<file path="src/rtl/seq_detect_param.sv">
// Serial pattern detector stepped by a debounced button, with overlap control,
// a saturating match counter and a lock state entered after a run of 1s.
module seq_detect_param #(
    parameter int unsigned        PAT_LEN  = 3,
    parameter logic [PAT_LEN-1:0] PATTERN  = 3'b010,
    parameter bit                 OVERLAP  = 1'b1,
    parameter int unsigned        LOCK_RUN = 3,
    parameter int unsigned        CNT_W    = 8,
    localparam int unsigned       SW       = $clog2(PAT_LEN + 2)
) (
    input  logic             clk,
    input  logic             reset,
    input  logic             next,
    input  logic             in,
    input  logic             clear,
    output logic             out,
    output logic             match_pulse,
    output logic [CNT_W-1:0] match_count,
    output logic             locked,
    output logic [SW-1:0]    state_display
);

    localparam int unsigned RW      = (LOCK_RUN > 0) ? $clog2(LOCK_RUN + 1) : 1;
    localparam bit          LOCK_EN = (LOCK_RUN > 0);

    typedef enum logic [0:0] {StTrack, StLocked} state_e;

    state_e        state_q;
    logic          next_q;
    logic          step_q;
    logic          bit_q;
    logic [SW-1:0] prog_q;
    logic [RW-1:0] run_q;
    logic [SW-1:0] prog_nxt;
    logic [RW-1:0] run_inc;
    logic          lock_hit;

    // Longest pattern prefix that is a suffix of (first p pattern bits, b).
    function automatic logic [SW-1:0] next_prog(input int unsigned p, input logic b);
        int unsigned pat;
        int unsigned hist;
        int unsigned best;
        pat  = 32'(PATTERN);
        hist = ((pat >> (PAT_LEN - p)) << 1) | 32'(b);
        best = 0;
        for (int unsigned j = 1; j <= PAT_LEN; j++) begin
            if ((j <= p + 1) && ((hist & ((32'd1 << j) - 32'd1)) == (pat >> (PAT_LEN - j)))) begin
                best = j;
            end
        end
        return SW'(best);
    endfunction

    always_comb begin
        prog_nxt = '0;
        for (int unsigned p = 0; p <= PAT_LEN; p++) begin
            if (prog_q == SW'(p)) begin
                // Without overlap a completed match restarts from empty history.
                prog_nxt = next_prog((!OVERLAP && (p == PAT_LEN)) ? 32'd0 : p, bit_q);
            end
        end
    end

    always_comb begin
        run_inc  = (run_q == RW'(LOCK_RUN)) ? run_q : run_q + 1'b1;
        lock_hit = LOCK_EN && bit_q && (run_inc == RW'(LOCK_RUN));
    end

    // Step is registered along with its data bit, so state moves one edge after
    // the rising edge of next is first sampled.
    always_ff @(posedge clk or negedge reset) begin
        if (!reset) begin
            next_q      <= 1'b1;
            step_q      <= 1'b0;
            bit_q       <= 1'b0;
            prog_q      <= '0;
            run_q       <= '0;
            state_q     <= StTrack;
            match_count <= '0;
            match_pulse <= 1'b0;
        end else if (clear) begin
            next_q      <= next;
            step_q      <= 1'b0;
            bit_q       <= in;
            prog_q      <= '0;
            run_q       <= '0;
            state_q     <= StTrack;
            match_count <= '0;
            match_pulse <= 1'b0;
        end else begin
            next_q      <= next;
            step_q      <= next & ~next_q;
            bit_q       <= in;
            match_pulse <= 1'b0;
            if (step_q && (state_q == StTrack)) begin
                if (lock_hit) begin
                    state_q <= StLocked;
                    prog_q  <= '0;
                    run_q   <= run_inc;
                end else begin
                    prog_q <= prog_nxt;
                    run_q  <= bit_q ? run_inc : '0;
                    if (prog_nxt == SW'(PAT_LEN)) begin
                        match_pulse <= 1'b1;
                        if (match_count != '1) begin
                            match_count <= match_count + 1'b1;
                        end
                    end
                end
            end
        end
    end

    assign locked        = (state_q == StLocked);
    assign out           = !locked && (prog_q == SW'(PAT_LEN));
    assign state_display = locked ? '1 : prog_q;

endmodule

</file>
<file path="config.mk">
export PLATFORM = sky130hd
export DESIGN_NAME = seq_detect_param
export DESIGN_NICKNAME = d
export VERILOG_FILES = /design/src/rtl/seq_detect_param.sv
export SDC_FILE = /design/constraint.sdc
export NUM_CORES = 1
export LEC_CHECK = 0
export CORE_MARGIN = 3
export CORE_UTILIZATION = 50
export DETAILED_ROUTE_END_ITERATION = 7
export GPL_ROUTABILITY_DRIVEN = 0
export PLACE_DENSITY_LB_ADDON = 0.3
export SLEW_MARGIN = 20
export SYNTH_ARGS = -nofsm -noshare
export SYNTH_HDL_FRONTEND = slang
export SYNTH_SLANG_ARGS = --single-unit
</file>
<file path="constraint.sdc">
create_clock -name clk -period 3.5 [get_ports clk]
set_clock_uncertainty 0.15 [all_clocks]
set_input_delay 0.35 -clock clk [delete_from_list [all_inputs] [get_ports clk]]
set_output_delay 0.35 -clock clk [all_outputs]
set_load 0.05 [all_outputs]
</file>
; ---- Word level (Yosys, flattened, before mapping)
; Index checks and enable logic that the tools add are counted.
[op_classes]
n_addsub = 2
muxes = 29
eq_ne = 8
n_reduce_logical = 12
bitwise = 3
[op_table]
columns = operator, count
row1 = $mux W8, 5
row2 = $logic_not A32 Y1, 1
row3 = $mux W3, 9
row4 = $mux W2, 6
row5 = $eq A3 B2 Y1 const B, 3
row6 = $mux W1, 9
row7 = $add A8 B1 Y8 const B, 1
row8 = $ne A8 B8 Y1 const B, 1
row9 = $reduce_bool A2 Y1, 4
row10 = $eq A2 B2 Y1 const B, 2
row11 = $reduce_and A4 Y1, 1
row12 = $eq A3 B1 Y1 const B, 1
row13 = $logic_and A1 B1 Y1, 3
row14 = $logic_not A3 Y1, 1
row15 = $add A2 B1 Y2 const B, 1
row16 = $ne A2 B2 Y1 const B, 1
row17 = $not A1 Y1, 2
row18 = $reduce_and A2 Y1, 1
row19 = $and A1 B1 Y1, 1
row20 = $logic_not A1 Y1, 1
[totals]
ff_bits = 18
inputBits = 5
elab_cells = 62
out_inout_bits = 14

; ---- Logic depth before layout (Yosys ltp)
[depth]
word_depth = 11
ltp_mapped = 4

; ---- Least setup slack after synthesis
; Ideal clock, no wire load.
[synth_timing]
kind = register to register
start = register match_count[0]
end = register match_count[0]
arrival_ps = 1835
stages_incl_launch_ff = 5
setup_ps = 125
slack_ps = 1390
period_less_slack_ps = 2110
path_cell_list = dfrtp_1 ha_1 and3_4 a2111oi_4 mux2_4
[synth_between]
elab_chain_cells = 6
[synth_rtl]
columns = item, line
row1 = "start, declared", 18  ; output logic [CNT_W-1:0] match_count,
row2 = "start signal, assigned", 106  ; match_count <= match_count + 1'b1;
row3 = $add A8 B1 Y8, 106
row4 = $mux W8, 105  ; if (match_count != '1) begin
row5 = $mux W8, 103  ; if (prog_nxt == SW'(PAT_LEN)) begin
row6 = $mux W8, 96  ; if (lock_hit) begin
row7 = $mux W8, 95  ; if (step_q && (state_q == StTrack)) begin
row8 = $mux W8, 81  ; end else if (clear) begin
; Parallel ways exist; a longest one is shown, timed or not. The select of a mux whose other input is x is not followed.
; A chain may end at the register's enable or synchronous reset.

; ---- Final worst setup path
[layout_timing]
start = register state_q, in the netlist locked
end = output port state_display[0]
[layout_between]
elab_chain_cells = 1
[layout_rtl]
columns = item, line
row1 = "start, declared", 28  ; state_e state_q;
row2 = "start signal, assigned", 78  ; state_q <= StTrack;
row3 = "start signal, assigned", 87  ; state_q <= StTrack;
row4 = "start signal, assigned", 97  ; state_q <= StLocked;
row5 = $mux W3, 116  ; assign state_display = locked ? '1 : prog_q;
row6 = "end, declared", 20  ; output logic [SW-1:0] state_display
; No other way between the ends.

==> metrics.md <==
| Metric | Value |
|---|---|
| Slew headroom | 0.499 |
| Rows | 14 |
| CP max-delay cell | clkdlybuf4s50_1 |
| Sinks on the clock net | 17 |
| Crit path launch type | flip-flop |
| Layout cells sized above 1 | 0.152 |
| Post-Syn Nets | 93 |
| Nets | 112 |
| Max cap viols | 0 |
| Avg WL per Cell | 14.0 um |
| Hold_buf cts | 0 |
| Post-synth EDFFs | 0 |
| Post-route minimum period | 2350 ps |
| GRT Total Usage | 0.165 |
| Slew Viols, Final | 0 |
| Chip height | 49.0 um |
| Clk buf depth | 2 |
| Synth Cell Area | 926 um^2 |
| Yosys reg bits | 17 |
| Cells after synthesis | 87 |
| Post-CTS Setup Inserts | 0 |
| Crit-path cells | or2_4, clkdlybuf4s50_1 |
| Initial DRC count | 11 |
| Initial antenna violation count | 0 |
| CTS tree | done |
| Least-Margin Pin Slew | 748 ps |
| Clock H-tree levels | 1 |
| Antenna viol nets, final | 0 |
| Hold Slack | 332 ps |
| Max IR drop VDD | 0.205 mV |
| Die area | 0.00240 mm^2 |
| Fmax achieved | 425 MHz |
| GR Overflow Total | 0 |
| Yosys cell types | 41 |
| Unrepaired setup endpoints after global routing | false |
| Critical Path RT | 3000 ps |
| DR DRC count | 0 |
| Delay-heaviest family, CP | buffers and inverters |
| Core area | 0.00163 mm^2 |
| IO Count | 19 |
| Seq/Total Area, Yosys | 0.461 |
| Final Core Density | 0.695 |
| CTS clock-pin slew for the worst setup and hold paths | 100 ps |
| Clock share of power | 0.318 |
| Clk Latency, worst-skew pair | 290 ps |
| Int Pwr | 252 uW |
| First-pass GRT wire length | 3120 um |
| Pwr Density | 290 mW/mm^2 |
| Hold Violations, Final | 0 |
| Fillers | 126 |
| CP Max Fanout | 11 |
| Via-to-Cell Ratio | 5.60 |
| Vias in the first global route | 707 |
| Leak Pwr | 0.455 nW |
| Seq pwr share | 0.618 |
| DR pass1 iterations | 4 |
| Critical path class | reg -> out |
| Hold Path Class | in -> reg |
| Asr flop ratio synth | 1.00 |
| DP HPWL | 1320 um |
| CP max stage delay | 810 ps |
| Psw | 76.3 uW |
| Setup crit end kind | output pin |
| Final WL | 1810 um |
| Post_cts resized | 0 |
| Fraction of the cycle the final worst path needs | 0.673 |
| Combinational Power Share | 0.063 |
| Antenna fix cells | 0 |
| IO Port Bufs | 18 |
| Outcome | completed |
| Yosys Warn Count | 0 |
| P&R area growth vs syn | 22.3% |
| Avg Cell Area, Syn | 10.6 um^2 |
| Prevailing post-synth register cell | dfrtp_1 |
| Buffers & Inverters on Critical Path | 1 |
| Die X | 49.0 um |
| Starting Density | 0.568 |
| Largest net degree at the start of global routing | 20 |
| WP data arrival | 1850 ps |
| Via Count | 722 |
| Post-Route Setup TNS | 0 ps |
| Setup Viol. Count Final | 0 |
| CTS Buf Count | 3 |
| Sw Ratio | 0.232 |
| Root Driver | clkbuf_4 |
-- per-layer routing --
metal  routed length [um]  track usage
met1                  833        0.188
met2                  884        0.303
met3                   67       0.0336
met4                   19       0.0569
met5                    0            0
-- state kept, by name (all words and copies together) (netlist names) --
name         count
bit_q            1
prog_q           2
match_count      8
run_q            2
locked           1
step_q           1
next_q           1
match_pulse      1
-- power groups by stage --
stage	registers, mW	logic [mW]	clock network (mW)
finish	0.203	0.0208	0.105
global route	0.203	0.0233	0.117
detailed placement	0.207	0.0212	0
global placement	0.207	0.0206	0
floorplan	0.205	0.0130	0
CTS	0.203	0.0213	0.109
-- area by class of cell --
cell class,instances,area [um^2],area share
Multi-Input combinational cell,64,462,0.408
Sequential cell,17,427,0.377
Timing Repair Buffer,18,180,0.159
Tap cell,24,30.0,0.0265
Clock buffer,4,26.3,0.0232
Inverter,2,7.51,0.00663
-- synthesized netlist by cell type, types with 2 or more instances --
cell,n,area (um^2)
nand4_1,2,12.5
a31oi_1,3,18.8
nand2b_1,4,25.0
a211oi_1,3,22.5
nor2b_1,4,25.0
dfrtp_1,16,400
nor3_1,2,10.0
buf_4,2,15.0
a21oi_1,8,40.0
nand3_1,2,10.0
nand2_1,4,15.0
nor3b_1,2,15.0
and3_1,3,18.8
nor2_1,5,18.8
-- metrics by stage --
stage	total power, mW	instance area, um^2	cells	setup slack [ps]
after floorplan	0.218	926	87	1390
after CTS	0.333	1130	129	1130
after detailed placement	0.228	1110	125	1450
final	0.328	1130	129	1150
after global routing	0.344	1130	129	1060
after global placement	0.227	1110	125	1480
-- cells in the final DEF, fill, tap and decap left out, types with 2 or more instances in the layout --
master,n
a21oi_1,8
nor3b_1,2
nand2_1,4
and3_1,3
clkbuf_4,3
a31oi_1,3
nor2_1,5
nor2b_1,4
nand4_1,2
a211oi_1,3
dfrtp_1,16
clkdlybuf4s50_1,18
nand3_1,2
nor3_1,2
nand2b_1,4
-- cell families (layout without fill, tap and decap cells) --
logic type / count (synthesis) / in the layout / share of synthesized area
AND/OR/NAND/NOR: 40 / 40 / 0.284
AO/OA/AOI/OAI: 19 / 19 / 0.150
flip-flops: 17 / 17 / 0.461
buffers and inverters: 6 / 24 / 0.0405
multiplexers: 4 / 4 / 0.0513
adder cells (fa/ha/maj): 1 / 1 / 0.0135
-- final timing paths --
| path | cells past startpoint | to | slack, ps | start |
|---|---|---|---|---|
| worst min-delay path | 1 | next_q$_DFF_PN1_ | 330 | next |
| min in group asynchronous | 1 | match_count[5]$_DFFE_PN0P_ | 340 | reset |
| worst max register to register | 4 | match_count[0]$_DFFE_PN0P_ | 1560 | match_count[0]$_DFFE_PN0P_ |
| worst max-delay path | 2 | state_display[0] | 1150 | locked$_DFFE_PN0P_ |
| max in group asynchronous | 1 | bit_q$_DFF_PN0_ | 2390 | reset |
| worst min register to register | 2 | run_q[0]$_DFFE_PN0N_ | 410 | run_q[0]$_DFFE_PN0N_ |
(Power assumes the default switching activity.)
